File: src/rtl/logic_clock_domain_crossing_arbiter_pkg.sv
// Shared types and helpers for the round-robin packet arbiter in front of the CDC Rx port.
// Optional feature macro: LOGIC_CLOCK_DOMAIN_CROSSING_ARBITER_TIMEOUT_EN.
package logic_clock_domain_crossing_arbiter_pkg;

   typedef enum logic [0:0] {
      IDLE   = 1'b0,
      LOCKED = 1'b1
   } state_t;

   function automatic int unsigned id_width(input int unsigned n);
      return (n > 1) ? $clog2(n) : 1;
   endfunction

   function automatic int unsigned wrap_inc(input int unsigned idx, input int unsigned n);
      return (idx >= n - 1) ? 0 : idx + 1;
   endfunction

endpackage

File: src/rtl/logic_clock_domain_crossing_arbiter_if.sv
// AXI4-Stream bundle between INPUTS Rx sources and the single tagged Tx channel.
// The slave modport is the arbiter's view; master is the surrounding environment.
interface logic_clock_domain_crossing_arbiter_if #(
   parameter int unsigned INPUTS = 4,
   parameter int unsigned WIDTH  = 1
);
   import logic_clock_domain_crossing_arbiter_pkg::*;

   localparam int unsigned ID_WIDTH = id_width(INPUTS);

   logic [INPUTS-1:0]            rx_tvalid;
   logic [INPUTS-1:0]            rx_tlast;
   logic [INPUTS-1:0][WIDTH-1:0] rx_tdata;
   logic [INPUTS-1:0]            rx_tready;
   logic                         tx_tready;
   logic                         tx_tvalid;
   logic                         tx_tlast;
   logic [WIDTH-1:0]             tx_tdata;
   logic [ID_WIDTH-1:0]          tx_tid;

   modport master (
      output rx_tvalid, rx_tlast, rx_tdata, tx_tready,
      input  rx_tready, tx_tvalid, tx_tlast, tx_tdata, tx_tid
   );

   modport slave (
      input  rx_tvalid, rx_tlast, rx_tdata, tx_tready,
      output rx_tready, tx_tvalid, tx_tlast, tx_tdata, tx_tid
   );

endinterface

File: src/rtl/logic_clock_domain_crossing_arbiter_round_robin.sv
// Combinational round-robin picker: first requester at or after ptr, wrapping to 0.
module logic_clock_domain_crossing_arbiter_round_robin
   import logic_clock_domain_crossing_arbiter_pkg::*;
#(
   parameter  int unsigned INPUTS   = 4,
   localparam int unsigned ID_WIDTH = id_width(INPUTS)
) (
   input  logic [INPUTS-1:0]   req,
   input  logic [ID_WIDTH-1:0] ptr,
   output logic [INPUTS-1:0]   grant,
   output logic [ID_WIDTH-1:0] idx
);

   always_comb begin
      logic [ID_WIDTH-1:0] cand;
      logic                found;
      grant = '0;
      idx   = '0;
      found = 1'b0;
      cand  = '0;
      for (int unsigned k = 0; k < INPUTS; k++) begin
         cand = ID_WIDTH'((32'(ptr) + k) % INPUTS);
         if (!found && req[cand]) begin
            found       = 1'b1;
            grant[cand] = 1'b1;
            idx         = cand;
         end
      end
   end

endmodule

File: src/rtl/logic_clock_domain_crossing_arbiter.sv
// Round-robin AXI4-Stream arbiter with packet lock on tlast and registered, tid-tagged output.
// Optional lock timeout: LOGIC_CLOCK_DOMAIN_CROSSING_ARBITER_TIMEOUT_EN.
module logic_clock_domain_crossing_arbiter
   import logic_clock_domain_crossing_arbiter_pkg::*;
#(
   parameter int unsigned INPUTS = 4,
   parameter int unsigned WIDTH  = 1
`ifdef LOGIC_CLOCK_DOMAIN_CROSSING_ARBITER_TIMEOUT_EN
   ,
   parameter int unsigned TIMEOUT = 256
`endif
) (
   input logic aclk,
   input logic areset_n,
   logic_clock_domain_crossing_arbiter_if.slave bus
`ifdef LOGIC_CLOCK_DOMAIN_CROSSING_ARBITER_TIMEOUT_EN
   ,
   output logic tx_timeout
`endif
);

   localparam int unsigned ID_WIDTH = id_width(INPUTS);

   state_t              state_q, state_d;
   logic [ID_WIDTH-1:0] ptr_q, ptr_d, lock_q, lock_d;
   logic [ID_WIDTH-1:0] rr_idx, sel;
   logic [INPUTS-1:0]   rr_grant, grant, rx_tready;
   logic                load, accept, sel_last;

   logic                tv_q, tv_d, tl_q, tl_d;
   logic [WIDTH-1:0]    td_q, td_d;
   logic [ID_WIDTH-1:0] tid_q, tid_d;

   logic_clock_domain_crossing_arbiter_round_robin #(
      .INPUTS (INPUTS)
   ) u_round_robin (
      .req   (bus.rx_tvalid),
      .ptr   (ptr_q),
      .grant (rr_grant),
      .idx   (rr_idx)
   );

   // While locked the grant ignores other requests, even if the locked source goes idle.
   always_comb begin
      grant = '0;
      sel   = rr_idx;
      if (state_q == LOCKED) begin
         grant[lock_q] = 1'b1;
         sel           = lock_q;
      end else begin
         grant = rr_grant;
      end
   end

   assign load      = !tv_q || bus.tx_tready;
   assign rx_tready = load ? grant : '0;
   assign accept    = |(bus.rx_tvalid & rx_tready);
   assign sel_last  = bus.rx_tlast[sel];

`ifdef LOGIC_CLOCK_DOMAIN_CROSSING_ARBITER_TIMEOUT_EN
   localparam int unsigned CNT_WIDTH = id_width(TIMEOUT);
   logic [CNT_WIDTH-1:0] cnt_q, cnt_d;
   logic                 to_q, to_d;
`endif

   always_comb begin
      state_d = state_q;
      ptr_d   = ptr_q;
      lock_d  = lock_q;
      tv_d    = tv_q;
      tl_d    = tl_q;
      td_d    = td_q;
      tid_d   = tid_q;

      if (load) begin
         tv_d = accept;
         if (accept) begin
            tl_d  = sel_last;
            td_d  = bus.rx_tdata[sel];
            tid_d = sel;
         end
      end

      if (accept) begin
         if (sel_last) begin
            state_d = IDLE;
            ptr_d   = ID_WIDTH'(wrap_inc(32'(sel), INPUTS));
         end else begin
            state_d = LOCKED;
            lock_d  = sel;
         end
      end

`ifdef LOGIC_CLOCK_DOMAIN_CROSSING_ARBITER_TIMEOUT_EN
      cnt_d = '0;
      to_d  = 1'b0;
      if (state_q == LOCKED && !accept) begin
         cnt_d = cnt_q;
         if (!bus.rx_tvalid[lock_q]) begin
            if (cnt_q == CNT_WIDTH'(TIMEOUT - 1)) begin
               // Abandon the packet without a tlast; the far side sees the pulse instead.
               cnt_d   = '0;
               to_d    = 1'b1;
               state_d = IDLE;
               ptr_d   = ID_WIDTH'(wrap_inc(32'(lock_q), INPUTS));
            end else begin
               cnt_d = cnt_q + 1'b1;
            end
         end
      end
`endif
   end

   always_ff @(posedge aclk or negedge areset_n) begin
      if (!areset_n) begin
         state_q <= IDLE;
         ptr_q   <= '0;
         lock_q  <= '0;
         tv_q    <= 1'b0;
         tl_q    <= 1'b0;
         td_q    <= '0;
         tid_q   <= '0;
`ifdef LOGIC_CLOCK_DOMAIN_CROSSING_ARBITER_TIMEOUT_EN
         cnt_q   <= '0;
         to_q    <= 1'b0;
`endif
      end else begin
         state_q <= state_d;
         ptr_q   <= ptr_d;
         lock_q  <= lock_d;
         tv_q    <= tv_d;
         tl_q    <= tl_d;
         td_q    <= td_d;
         tid_q   <= tid_d;
`ifdef LOGIC_CLOCK_DOMAIN_CROSSING_ARBITER_TIMEOUT_EN
         cnt_q   <= cnt_d;
         to_q    <= to_d;
`endif
      end
   end

   assign bus.rx_tready = rx_tready;
   assign bus.tx_tvalid = tv_q;
   assign bus.tx_tlast  = tl_q;
   assign bus.tx_tdata  = td_q;
   assign bus.tx_tid    = tid_q;
`ifdef LOGIC_CLOCK_DOMAIN_CROSSING_ARBITER_TIMEOUT_EN
   assign tx_timeout    = to_q;
`endif

endmodule
File: src/flat_wrapper.sv
// flat-port wrapper written by rule: the top's interface ports become plain ports
module logic_clock_domain_crossing_arbiter_flat import logic_clock_domain_crossing_arbiter_pkg::*;
#(
   parameter int unsigned INPUTS = 4,
   parameter int unsigned WIDTH  = 1

)
  (aclk, areset_n, bus_rx_tvalid, bus_rx_tlast, bus_rx_tdata, bus_tx_tready, bus_rx_tready, bus_tx_tvalid, bus_tx_tlast, bus_tx_tdata, bus_tx_tid);
  logic_clock_domain_crossing_arbiter_if #(.INPUTS(INPUTS), .WIDTH(WIDTH)) bus_i ();
  input logic aclk;
  input logic areset_n;
  input wire logic [$bits(bus_i.rx_tvalid)-1:0] bus_rx_tvalid;
  input wire logic [$bits(bus_i.rx_tlast)-1:0] bus_rx_tlast;
  input wire logic [$bits(bus_i.rx_tdata)-1:0] bus_rx_tdata;
  input wire logic [$bits(bus_i.tx_tready)-1:0] bus_tx_tready;
  output wire logic [$bits(bus_i.rx_tready)-1:0] bus_rx_tready;
  output wire logic [$bits(bus_i.tx_tvalid)-1:0] bus_tx_tvalid;
  output wire logic [$bits(bus_i.tx_tlast)-1:0] bus_tx_tlast;
  output wire logic [$bits(bus_i.tx_tdata)-1:0] bus_tx_tdata;
  output wire logic [$bits(bus_i.tx_tid)-1:0] bus_tx_tid;
  assign bus_i.rx_tvalid = bus_rx_tvalid;
  assign bus_i.rx_tlast = bus_rx_tlast;
  assign bus_i.rx_tdata = bus_rx_tdata;
  assign bus_i.tx_tready = bus_tx_tready;
  assign bus_rx_tready = bus_i.rx_tready;
  assign bus_tx_tvalid = bus_i.tx_tvalid;
  assign bus_tx_tlast = bus_i.tx_tlast;
  assign bus_tx_tdata = bus_i.tx_tdata;
  assign bus_tx_tid = bus_i.tx_tid;
  logic_clock_domain_crossing_arbiter #(.INPUTS(INPUTS), .WIDTH(WIDTH)) u_core (.aclk(aclk), .areset_n(areset_n), .bus(bus_i));
endmodule
File: config.mk
export PLATFORM = sky130hd
export DESIGN_NAME = logic_clock_domain_crossing_arbiter_flat
export DESIGN_NICKNAME = d
export VERILOG_FILES = /design/src/rtl/logic_clock_domain_crossing_arbiter_pkg.sv /design/src/rtl/logic_clock_domain_crossing_arbiter_if.sv /design/src/rtl/logic_clock_domain_crossing_arbiter_round_robin.sv /design/src/rtl/logic_clock_domain_crossing_arbiter.sv /design/src/flat_wrapper.sv
export SDC_FILE = /design/constraint.sdc
export NUM_CORES = 1
export LEC_CHECK = 0
export CAP_MARGIN = 30
export CELL_PAD_IN_SITES_DETAIL_PLACEMENT = 2
export CELL_PAD_IN_SITES_GLOBAL_PLACEMENT = 2
export CORE_ASPECT_RATIO = 0.8
export CORE_MARGIN = 2
export CORE_UTILIZATION = 28
export CTS_CLUSTER_DIAMETER = 30
export DETAILED_ROUTE_END_ITERATION = 16
export PLACE_DENSITY = 0.79
export SLEW_MARGIN = 20
export SYNTH_ARGS = -nofsm -noshare
export SYNTH_HDL_FRONTEND = slang
export SYNTH_HIERARCHICAL = 1
export SYNTH_SLANG_ARGS = --single-unit
File: constraint.sdc
create_clock -name aclk -period 3.3 [get_ports aclk]
set_clock_uncertainty 0.05 [all_clocks]
set_input_delay 0.33 -clock aclk [delete_from_list [all_inputs] [get_ports aclk]]
set_output_delay 0.33 -clock aclk [all_outputs]
set_load 0.005 [all_outputs]
==> results.py <==
metrics = {
    "route": {
        "vias": 1059,
        "drc": 0,
        "avgViaCountPerCell": 5.27,
        "ant_nets": 0,
        "drt_iter0_drc": 49,
        "wl_um": 3790,
        "dr.pass1.iters": 4,
        "wl_per_cell_um": 18.8,
    },
    "setup_path": {
        "cp_slowest_cell": "clkdlybuf4s50_1",
        "cp.required_ns": 2.92,
        "r2r_cells": 11,
        "critical_path_buf_inv_count": 2,
        "crit_type": "register to primary output",
        "path_max_fanout": 6,
        "rr_startpoint": "u_core/ptr_q[1]",
        "worst_setup_path_end_kind": "primary output",
        "r2r_setup_slack_ns": 0.21,
        "cp_top_family": "compound AO/OA/AOI/OAI gates",
        "crit_arrival_ns": 2.80,
        "r2r-end": "u_core/ptr_q[1]",
        "cpPeakStageDelay_ns": 0.45,
        "cp-start-kind": "register",
        "path_cells": "inv_1 -> ha_4 -> mux4_2 -> nand2_1 -> o21ai_0 -> a221o_2 -> and2b_1 -> o21a_1 -> clkdlybuf4s50_1",
    },
    "timing": {
        "hold_viol": 0,
        "fin_setup_tns_ns": 0,
        "slew_violations": 0,
        "finalCritPeriodShare_pct": 96.2,
        "worstMarginPinSlew_ns": 0.481,
        "clock.fmax_ghz": 0.315,
        "max_slew_margin_pct": 67.9,
        "setup_viol": 0,
        "min_period_ns": 3.18,
    },
    "final_layout": {
        "diodes": 0,
        "drive_above_1_share_pct": 24.7,
        "design_area_um2": 1520,
        "fillers": 426,
        "synthToLayoutAreaGrowth_pct": 37.1,
        "nets": 167,
        "instances_no_fill": 201,
    },
    "die": {
        "die_y_um": 60.2,
        "die_x_um": 74.3,
        "fp.coreArea_um2": 3800,
        "num_rows": 20,
        "io_pins": 24,
        "die-area_um2": 4470,
        "initial_core_util_pct": 29.1,
    },
    "power": {
        "total_power_mw": 1.77,
        "vdd_drop_max_v": 0.000334,
        "power-per-cell-area_nw_per_um2": 1170,
        "p_leak_nw": 0.658,
    },
    "worst_hold_path": {
        "hold_path.class": "primary input to async pin",
    },
    "clocking": {
        "insertion_delay_ns": 0.24,
        "cts.sinks": 10,
        "cts_made_buffers": 3,
        "clk_pin_slew_ns": 0.05,
        "clk_path_buf_depth": 2,
        "htreeDepth": 1,
        "root_buffer": "clkbuf_8",
        "cts_tree": "yes",
    },
    "global_route": {
        "grt_usage_pct": 17.5,
        "grt_max_degree": 19,
        "antenna_found_initial": 0,
        "grt_pass1_vias": 1102,
        "grt_overflow_total": 0,
        "grt_pass1_wl_um": 5750,
    },
    "placement": {
        "placed_cell_area_um2": 1420,
        "gp_congestion": 0.961,
        "dp_cells": 194,
        "dpl.hpwl_um": 2750,
        "portBuffers": 23,
    },
    "yosys": {
        "synth-seq-cells": 10,
        "synth.avg_cell_area_um2": 9.45,
        "ys_async_sr_fraction_pct": 100,
        "synth_top_cells_by_area": "dfrtp_1 23%, mux4_2 6.1%, ha_1 5.7%",
        "ys.flop_type": "dfrtp_1",
        "syn-num-nets": 137,
        "synth_common_cells": "10 x dfrtp_1, 10 x nand2_1, 10 x o21ai_0",
        "yosysWarnings": 6,
        "synth_seq_area_share_pct": 22.6,
        "netlist_area_um2": 1110,
        "postSynthCellCount": 117,
        "synth_top_area_share_pct": 22.6,
        "synth_edf_count": 0,
        "synth_top_area_cell": "dfrtp_1",
        "synth_cell_types": 43,
    },
    "flow_run": {
        "cap_violations": 0,
    },
    "run_status": {
        "status": "finished, final reports clean",
    },
}
==> worst max path at each step <==
stage,startpoint,to,depth (start not counted)
after floorplan,u_core/ptr_q[0],u_core/ptr_q[0],12
after global placement,bus_rx_tvalid[2],bus_rx_tready[2],8
after detailed placement,bus_rx_tvalid[3],u_core/lock_q[0],11
after CTS,u_core/ptr_q[1],bus_rx_tready[1],9
after global routing,u_core/ptr_q[0],bus_rx_tready[2],9
final,u_core/ptr_q[1],bus_rx_tready[2],9
==> repair_timing <==
item	4_1_cts	5_1_grt
hold buffers	0	0
pin swaps	0	1
setup endpoints to repair	2	2
setup buffers	2	1
gates resized for setup	3	5
cloned	0	0
==> cells by family after synthesis <==
kind of cell	synth area share, %
AOI/OAI and AO/OA	25.3
and+or+nand+nor	19.1
buffers and inverters	6.33
muxes	20.1
DFF	22.6
adders and majority gates	5.66
xor gates and xnor gates	0.792
==> layout by cell type, fill, tap and decap left out, drive strengths merged <==
cell | netlist | routed
a32o | 1 | 1
or3 | 1 | 1
buf | 6 | 12
xor2 | 1 | 1
a21oi | 5 | 5
a221o | 4 | 4
and3b | 4 | 4
nor3b | 2 | 2
nor3 | 1 | 1
nor2b | 2 | 2
a21bo | 1 | 1
o31ai | 1 | 1
o21a | 3 | 3
inv | 4 | 4
nand2b | 5 | 5
nor2 | 5 | 5
or2 | 2 | 2
a31oi | 4 | 4
clkdlybuf4s50 | 0 | 19
o21ai | 10 | 10
ha | 5 | 5
dlymetal6s2s | 0 | 2
and2b | 1 | 1
mux2 | 4 | 4
a211oi | 1 | 1
o211a | 2 | 2
dfrtp | 10 | 10
dlygate4sd2 | 0 | 2
o31a | 1 | 1
nand2 | 10 | 10
clkbuf | 4 | 4
o211ai | 2 | 2
a22o | 1 | 1
mux2i | 6 | 6
nand4 | 1 | 1
mux4 | 4 | 4
o2111ai | 2 | 2
o21bai | 1 | 1
==> area by class of cell <==
| cell class | count | area, µm² | share of cell area [%] |
|---|---|---|---|
| Multi-Input combinational cell | 93 | 801 | 52.8 |
| Clock buffer | 4 | 55.1 | 3.63 |
| Inverter | 4 | 15.0 | 0.990 |
| Timing Repair Buffer | 35 | 327 | 21.5 |
| Sequential cell | 10 | 250 | 16.5 |
| Tap cell | 55 | 68.8 | 4.54 |
==> worst reg2reg max path: stages, from the launching register on <==
cell	delay, ns
dfrtp_1	0.36
inv_1	0.10
ha_4	0.32
mux4_2	0.40
inv_1	0.13
nor2_1	0.06
o31a_1	0.27
mux2i_4	0.24
mux2i_1	0.34
mux2_4	0.22
nand2b_4	0.16
mux2_4	0.32
==> report_power, final <==
part,total (mW),internal [mW],switching (mW)
Sequential,0.262,0.191,0.0711
Combinational,1.36,0.697,0.659
Clock,0.154,0.105,0.0495
==> through the flow <==
stage / worst slack, ns / hold slack (ns) / util [%]
final: 0.125 / 0.373 / 39.9
after global routing: -0.00528 / 0.411 / 39.9
after CTS: 0.0193 / 0.395 / 39.1
after detailed placement: -0.123 / 0.469 / 37.3
after global placement: 0.00717 / 0.440 / 37.3
after floorplan: 0.0102 / -0.0156 / -
==> routing by layer <==
layer	wire length (µm)	vias up	GRT usage [%]
met5	0	-	0
met2	1940	20	30.4
met4	0	0	2.30
li1	-	500	-
met1	1740	539	23.4
met3	108	0	3.20
==> sequential cells by signal, summed over array words and instances, names as in the netlist <==
name                  cells
u_core/bus.tx_tdata       1
u_core/bus.tx_tid         2
u_core/ptr_q              2
u_core/bus.tx_tlast       1
u_core/state_q            1
u_core/bus.tx_tvalid      1
u_core/lock_q             2
No activity file was read; power rests on OpenSTA's default activity.
